[src/rtl/serial_to_parallel_rx.sv]
// serial_to_parallel_rx: MSB-first serial-to-parallel deserializer with a small
// first-word-fall-through output FIFO and a sticky overflow flag.
//
// Ports:
//   clk, reset        single clock (posedge), asynchronous active-high reset
//   start             frame alignment; discards the partial word
//   bit_valid         serial_in is sampled on this edge
//   serial_in         serial data, MSB first
//   out_ready         consumer accepts out_data this cycle
//   clear_overflow    clears the sticky overflow flag
//   out_data          head-of-FIFO word (registered storage, FWFT)
//   out_valid         FIFO not empty
//   fifo_count        words queued, 0..DEPTH
//   bit_count         bits held in the current partial word, 0..WIDTH-1
//   overflow          sticky: a completed word was dropped on a full FIFO
//
// Latency: a word whose last bit is accepted on edge N is visible in cycle N+1.
// Backpressure: out_valid/out_data never depend combinationally on out_ready;
// a word completing into a full FIFO with no same-cycle pop is dropped.
//
// Integration: the upstream serializer registers serial_out, so bit_valid
// must be the upstream shift enable (enable && !done) delayed by one flop.
//
// Parameter constraints: WIDTH >= 2, DEPTH a power of 2 and >= 2. Pointers
// rely on natural modulo-DEPTH wrap, which only holds for a power of 2.

module serial_to_parallel_rx #(
  parameter int WIDTH = 8,
  parameter int DEPTH = 4
) (
  input  logic                     clk,
  input  logic                     reset,
  input  logic                     start,
  input  logic                     bit_valid,
  input  logic                     serial_in,
  input  logic                     out_ready,
  input  logic                     clear_overflow,
  output logic [WIDTH-1:0]         out_data,
  output logic                     out_valid,
  output logic [$clog2(DEPTH):0]   fifo_count,
  output logic [$clog2(WIDTH):0]   bit_count,
  output logic                     overflow
);

  localparam int PW = $clog2(DEPTH);     // pointer width
  localparam int CW = $clog2(DEPTH) + 1; // occupancy counter width
  localparam int BW = $clog2(WIDTH) + 1; // bit counter width

  // ---------------------------------------------------------------------------
  // Deserializer state
  // ---------------------------------------------------------------------------
  // Only the low WIDTH-1 bits of the shift register are kept: the oldest bit
  // would be shifted out on the very edge that completes a word, so it is
  // never needed. The completed word is formed from these bits plus the bit
  // arriving on the completing edge.
  logic [WIDTH-2:0] partial_q, partial_d;
  logic [BW-1:0]    bit_cnt_q, bit_cnt_d;

  logic [WIDTH-1:0] word_next;
  logic             last_bit;
  logic             push;

  // ---------------------------------------------------------------------------
  // FIFO state
  // ---------------------------------------------------------------------------
  logic [WIDTH-1:0] mem_q [DEPTH];
  logic [PW-1:0]    rd_ptr_q, rd_ptr_d;
  logic [PW-1:0]    wr_ptr_q, wr_ptr_d;
  logic [CW-1:0]    count_q, count_d;
  logic             ovf_q, ovf_d;

  logic             fifo_full;
  logic             fifo_nempty;
  logic             pop;
  logic             push_ok;
  logic             drop;

  // ---------------------------------------------------------------------------
  // Deserializer next-state
  // ---------------------------------------------------------------------------
  always_comb begin
    word_next = {partial_q, serial_in};
    last_bit  = bit_valid && (bit_cnt_q == BW'(WIDTH - 1));
    // start always wins over a completing bit: the word it would have
    // finished belongs to the misaligned frame being discarded.
    push      = last_bit && !start;

    partial_d = partial_q;
    bit_cnt_d = bit_cnt_q;

    // Stale bits left in partial_q after a start are harmless: they are
    // shifted out before the realigned word can complete.
    if (bit_valid) begin
      partial_d = word_next[WIDTH-2:0];
    end

    if (start) begin
      // With bit_valid the sampled bit is the MSB of the new word.
      bit_cnt_d = bit_valid ? BW'(1) : '0;
    end else if (bit_valid) begin
      bit_cnt_d = last_bit ? '0 : bit_cnt_q + BW'(1);
    end
  end

  always_ff @(posedge clk or posedge reset) begin
    if (reset) begin
      partial_q <= '0;
      bit_cnt_q <= '0;
    end else begin
      partial_q <= partial_d;
      bit_cnt_q <= bit_cnt_d;
    end
  end

  // ---------------------------------------------------------------------------
  // FIFO control
  // ---------------------------------------------------------------------------
  always_comb begin
    fifo_full   = (count_q == CW'(DEPTH));
    fifo_nempty = (count_q != '0);
    pop         = fifo_nempty && out_ready;
    // A same-cycle pop frees the head slot, so a push into a full FIFO is
    // still accepted; the write lands in the slot wr_ptr already points to,
    // which equals rd_ptr when full and is being vacated this edge.
    push_ok     = push && (!fifo_full || pop);
    drop        = push && fifo_full && !pop;

    rd_ptr_d = pop     ? rd_ptr_q + PW'(1) : rd_ptr_q;
    wr_ptr_d = push_ok ? wr_ptr_q + PW'(1) : wr_ptr_q;

    count_d = count_q;
    unique case ({push_ok, pop})
      2'b10:   count_d = count_q + CW'(1);
      2'b01:   count_d = count_q - CW'(1);
      default: count_d = count_q;
    endcase

    // Set has priority over clear so a drop coinciding with a clear is
    // never lost.
    ovf_d = ovf_q;
    if (drop) begin
      ovf_d = 1'b1;
    end else if (clear_overflow) begin
      ovf_d = 1'b0;
    end
  end

  always_ff @(posedge clk or posedge reset) begin
    if (reset) begin
      rd_ptr_q <= '0;
      wr_ptr_q <= '0;
      count_q  <= '0;
      ovf_q    <= 1'b0;
    end else begin
      rd_ptr_q <= rd_ptr_d;
      wr_ptr_q <= wr_ptr_d;
      count_q  <= count_d;
      ovf_q    <= ovf_d;
    end
  end

  // Storage is reset so out_data reads 0 until the first word is written.
  always_ff @(posedge clk or posedge reset) begin
    if (reset) begin
      for (int i = 0; i < DEPTH; i++) begin
        mem_q[i] <= '0;
      end
    end else if (push_ok) begin
      mem_q[wr_ptr_q] <= word_next;
    end
  end

  // ---------------------------------------------------------------------------
  // Outputs: all derived from registered state only
  // ---------------------------------------------------------------------------
  assign out_data   = mem_q[rd_ptr_q];
  assign out_valid  = fifo_nempty;
  assign fifo_count = count_q;
  assign bit_count  = bit_cnt_q;
  assign overflow   = ovf_q;

endmodule

[config.mk]
export PLATFORM = sky130hd
export DESIGN_NAME = serial_to_parallel_rx
export DESIGN_NICKNAME = d
export VERILOG_FILES = /design/src/rtl/serial_to_parallel_rx.sv
export SDC_FILE = /design/constraint.sdc
export NUM_CORES = 1
export LEC_CHECK = 0
export BUFFER_PORTS_ARGS = -buffer_cell sky130_fd_sc_hd__buf_2
export CAP_MARGIN = 10
export CORE_MARGIN = 1
export CORE_UTILIZATION = 50
export DETAILED_ROUTE_END_ITERATION = 12
export PLACE_DENSITY_LB_ADDON = 0.08
export SYNTH_ARGS = -nofsm -noshare
export SYNTH_HDL_FRONTEND = slang
export SYNTH_SLANG_ARGS = --single-unit
[constraint.sdc]
create_clock -name clk -period 2.71 [get_ports clk]
set_clock_uncertainty 0.15 [all_clocks]
set_input_delay 0.4065 -clock clk [delete_from_list [all_inputs] [get_ports clk]]
set_output_delay 0.4065 -clock clk [all_outputs]
set_load 0.05 [all_outputs]
==> flow_metrics.py <==
metrics = {
    "route": {
        "wl_mm": 4.37,
        "ant_nets": 0,
        "via_per_inst": 5.65,
        "firstDrtPassIters": 6,
        "drc": 0,
        "num_vias": 1350,
        "detail_route.wl_per_cell_um": 18.3,
        "drt_iter0_drc": 61,
    },
    "flow_run": {
        "max_cap_viol_count": 0,
    },
    "placed_design": {
        "hpwl_mm": 3.03,
        "place_congestion": 0.764,
        "io_buffers": 23,
    },
    "worst_setup_path": {
        "r2r.worst_path.cells": 8,
        "cp-start-kind": "flip-flop",
        "crit_arrival_ns": 1.84,
        "ff2ff_setup_slack_ns": 0.38,
        "critPathCaptureType": "output pin",
        "rr_startpoint": "bit_count[0]",
        "reg2reg_to": "fifo_count[1]",
        "worstSetupPathType": "reg -> out",
        "worstPathMaxFanout": 6,
        "crit_required_ns": 2.15,
    },
    "clock_tree": {
        "cts_resized": 0,
        "postCtsSetupBuffers": 0,
        "clock_path_buffers": 2,
        "cts_max_level": 2,
        "cts_hold_buffers": 0,
        "cts.sinks": 51,
        "root_buffer": "clkbuf_8",
        "cts_tree": "yes",
        "cts_buffers": 5,
        "clk_latency_ns": 0.30,
        "path_clk_slew_ns": 0.09,
    },
    "logic_synthesis": {
        "synth_cells": 152,
        "synth_compound_area_frac": 0.0179,
        "synthAdderAreaFrac": 0.0401,
        "synth-xor-area-share": 0.0258,
        "syn_area_sq_um": 2370,
        "syn_nets": 166,
        "ys_seq_elements": 51,
        "synth.distinct_cells": 24,
        "yosysWarnings": 0,
        "yosys.area_share.simple": 0.0812,
        "syn_avg_cell_area_sq_um": 15.6,
        "synth_mux_area_frac": 0.274,
        "yosysSeqAreaShare": 0.538,
        "synth_top_family_by_area": "multiplexers",
    },
    "floorplan": {
        "start_util": 0.534,
        "ios": 24,
        "std_cell_rows": 24,
        "dieArea_sq_um": 5020,
        "die_w_um": 70.9,
        "coreArea_sq_um": 4440,
        "die_h_um": 70.9,
    },
    "global_route": {
        "grt_start_max_net_pins": 42,
        "grt_pass1_wl_mm": 7.59,
        "antenna_found_initial": 0,
        "grt_overflow_total": 0,
        "grt_pass1_vias": 1509,
        "grt_usage": 0.205,
    },
    "sta": {
        "report.final.slew_viol_count": 0,
        "min_period_ns": 2.40,
        "finalHoldViolCount": 0,
        "max_slew.worst_pin.slew_ns": 0.864,
        "fin_crit_sh": 0.885,
        "setup_tns_ns": 0,
        "max_freq_mhz": 417,
        "setup_viol": 0,
        "rsz0062_at_grt": "no",
        "relSlewSlack": 0.423,
    },
    "final_layout": {
        "nets": 201,
        "drive_gt1_frac": 0.513,
        "syn_to_final_growth_pct": 13.5,
        "diodes": 0,
    },
    "power_and_ir_drop": {
        "cellPowerDensity_nw_per_um2": 710,
        "max-vdd-ir-drop_mv": 0.377,
        "finalPower_mw": 1.91,
        "leakage_nw": 1.33,
    },
    "worst_hold_path": {
        "min_path_type": "in -> async",
    },
    "outcome": {
        "status": "completed",
    },
}
## cell usage in the layout, fill, tap and decap left out
cell / synthesis / final
a21oi_1: 2 / 2
a22o_1: 1 / 1
a31o_2: 1 / 1
a31oi_1: 1 / 1
buf_2: 1 / 23
buf_4: 0 / 9
clkbuf_8: 0 / 6
clkinv_2: 0 / 1
dfrtp_1: 51 / 50
dfrtp_2: 0 / 1
fa_1: 1 / 1
ha_1: 6 / 6
inv_1: 10 / 9
inv_2: 0 / 1
mux2_2: 40 / 40
mux2i_1: 2 / 2
mux4_2: 8 / 8
nand2_1: 3 / 3
nand4_1: 1 / 1
nand4b_4: 1 / 1
nor2_1: 4 / 4
nor3_1: 1 / 1
nor4b_4: 5 / 5
o31a_1: 1 / 1
or3_1: 2 / 2
xnor2_1: 3 / 3
xor2_1: 4 / 4
## report_power, final
part           internal, mW  total, mW  leakage (nW)  switching (mW)
Combinational         0.202      0.484         0.610           0.282
Clock                 0.201      0.441        0.0470           0.240
Sequential            0.842      0.986         0.676           0.144
Total                  1.24       1.91          1.33           0.666
## worst max-delay path by stage
stage	slack, ns	cells after the start	endpoint	start
floorplan	0.001	9	fifo_count[2]	fifo_count[0]
global placement	0.47	10	fifo_count[2]	bit_count[0]
detailed placement	0.38	8	fifo_count[1]	bit_count[0]
CTS	0.27	3	out_data[3]	rd_ptr_q[0]
global route	0.16	10	fifo_count[2]	bit_count[0]
finish	0.31	3	out_data[3]	rd_ptr_q[0]
## metal layers
| metal | vias up | global-route usage | share of wire |
|---|---|---|---|
| li1 | 616 | - | - |
| met1 | 698 | 0.258 | 0.43 |
| met2 | 28 | 0.348 | 0.51 |
| met3 | 8 | 0.0484 | 0.034 |
| met4 | 0 | 0.0733 | 0.017 |
| met5 | - | 0 | 0 |
## cells by family after synthesis
group | after synthesis
AO/OA/AOI/OAI | 6
XOR/XNOR | 7
adder cells (fa/ha/maj) | 7
buffers and inverters | 14
flip-flops | 51
multiplexers | 50
AND/OR/NAND/NOR | 17
## synthesized netlist by cell type
cell type,n,share of area
nand4_1,1,0.0026
a31oi_1,1,0.0026
or3_1,2,0.0053
mux2i_1,2,0.0084
inv_1,10,0.016
xnor2_1,3,0.011
mux4_2,8,0.076
buf_1,1,0.0016
buf_2,1,0.0021
xor2_1,4,0.015
a31o_2,1,0.0037
o31a_1,1,0.0037
nor4b_4,5,0.050
a22o_1,1,0.0037
mux2_2,40,0.19
fa_1,1,0.0084
nand4b_4,1,0.010
ha_1,6,0.032
a21oi_1,2,0.0042
nand2_1,3,0.0047
clkbuf_1,2,0.0032
dfrtp_1,51,0.54
nor3_1,1,0.0021
nor2_1,4,0.0063
## metrics by stage
stage	std cells	setup slack, ns	hold slack [ns]	cell area, sq um	util
after detailed placement	232	0.385	0.342	2610	0.586
after floorplan	152	0.00133	0.325	2370	-
after global routing	239	0.158	0.199	2690	0.606
final	239	0.311	0.129	2690	0.606
after global placement	232	0.472	0.333	2610	0.586
after CTS	239	0.274	0.156	2690	0.606
## registers in the layout (all words and copies together) (netlist names)
name and count:
rd_ptr_q 2, bit_count 4, wr_ptr_q 2, overflow 1
partial_q 7, mem_q 32, fifo_count 3
## critical path, cell delays in order (launching register included)
cell,delay (ns)
dfrtp_1,0.55
buf_4,0.24
mux4_2,0.52
buf_2,0.23
## area by class of cell
type / instances / area, sq um
multi-input cells: 87 / 1040
clock inverters: 1 / 5.00
fillers: 350 / 1750
well taps: 52 / 65.1
clock buffers: 6 / 82.6
repair buffers: 32 / 183
inverters: 10 / 37.5
flip-flops and latches: 51 / 1280
Power figures use the tool's default switching activity.
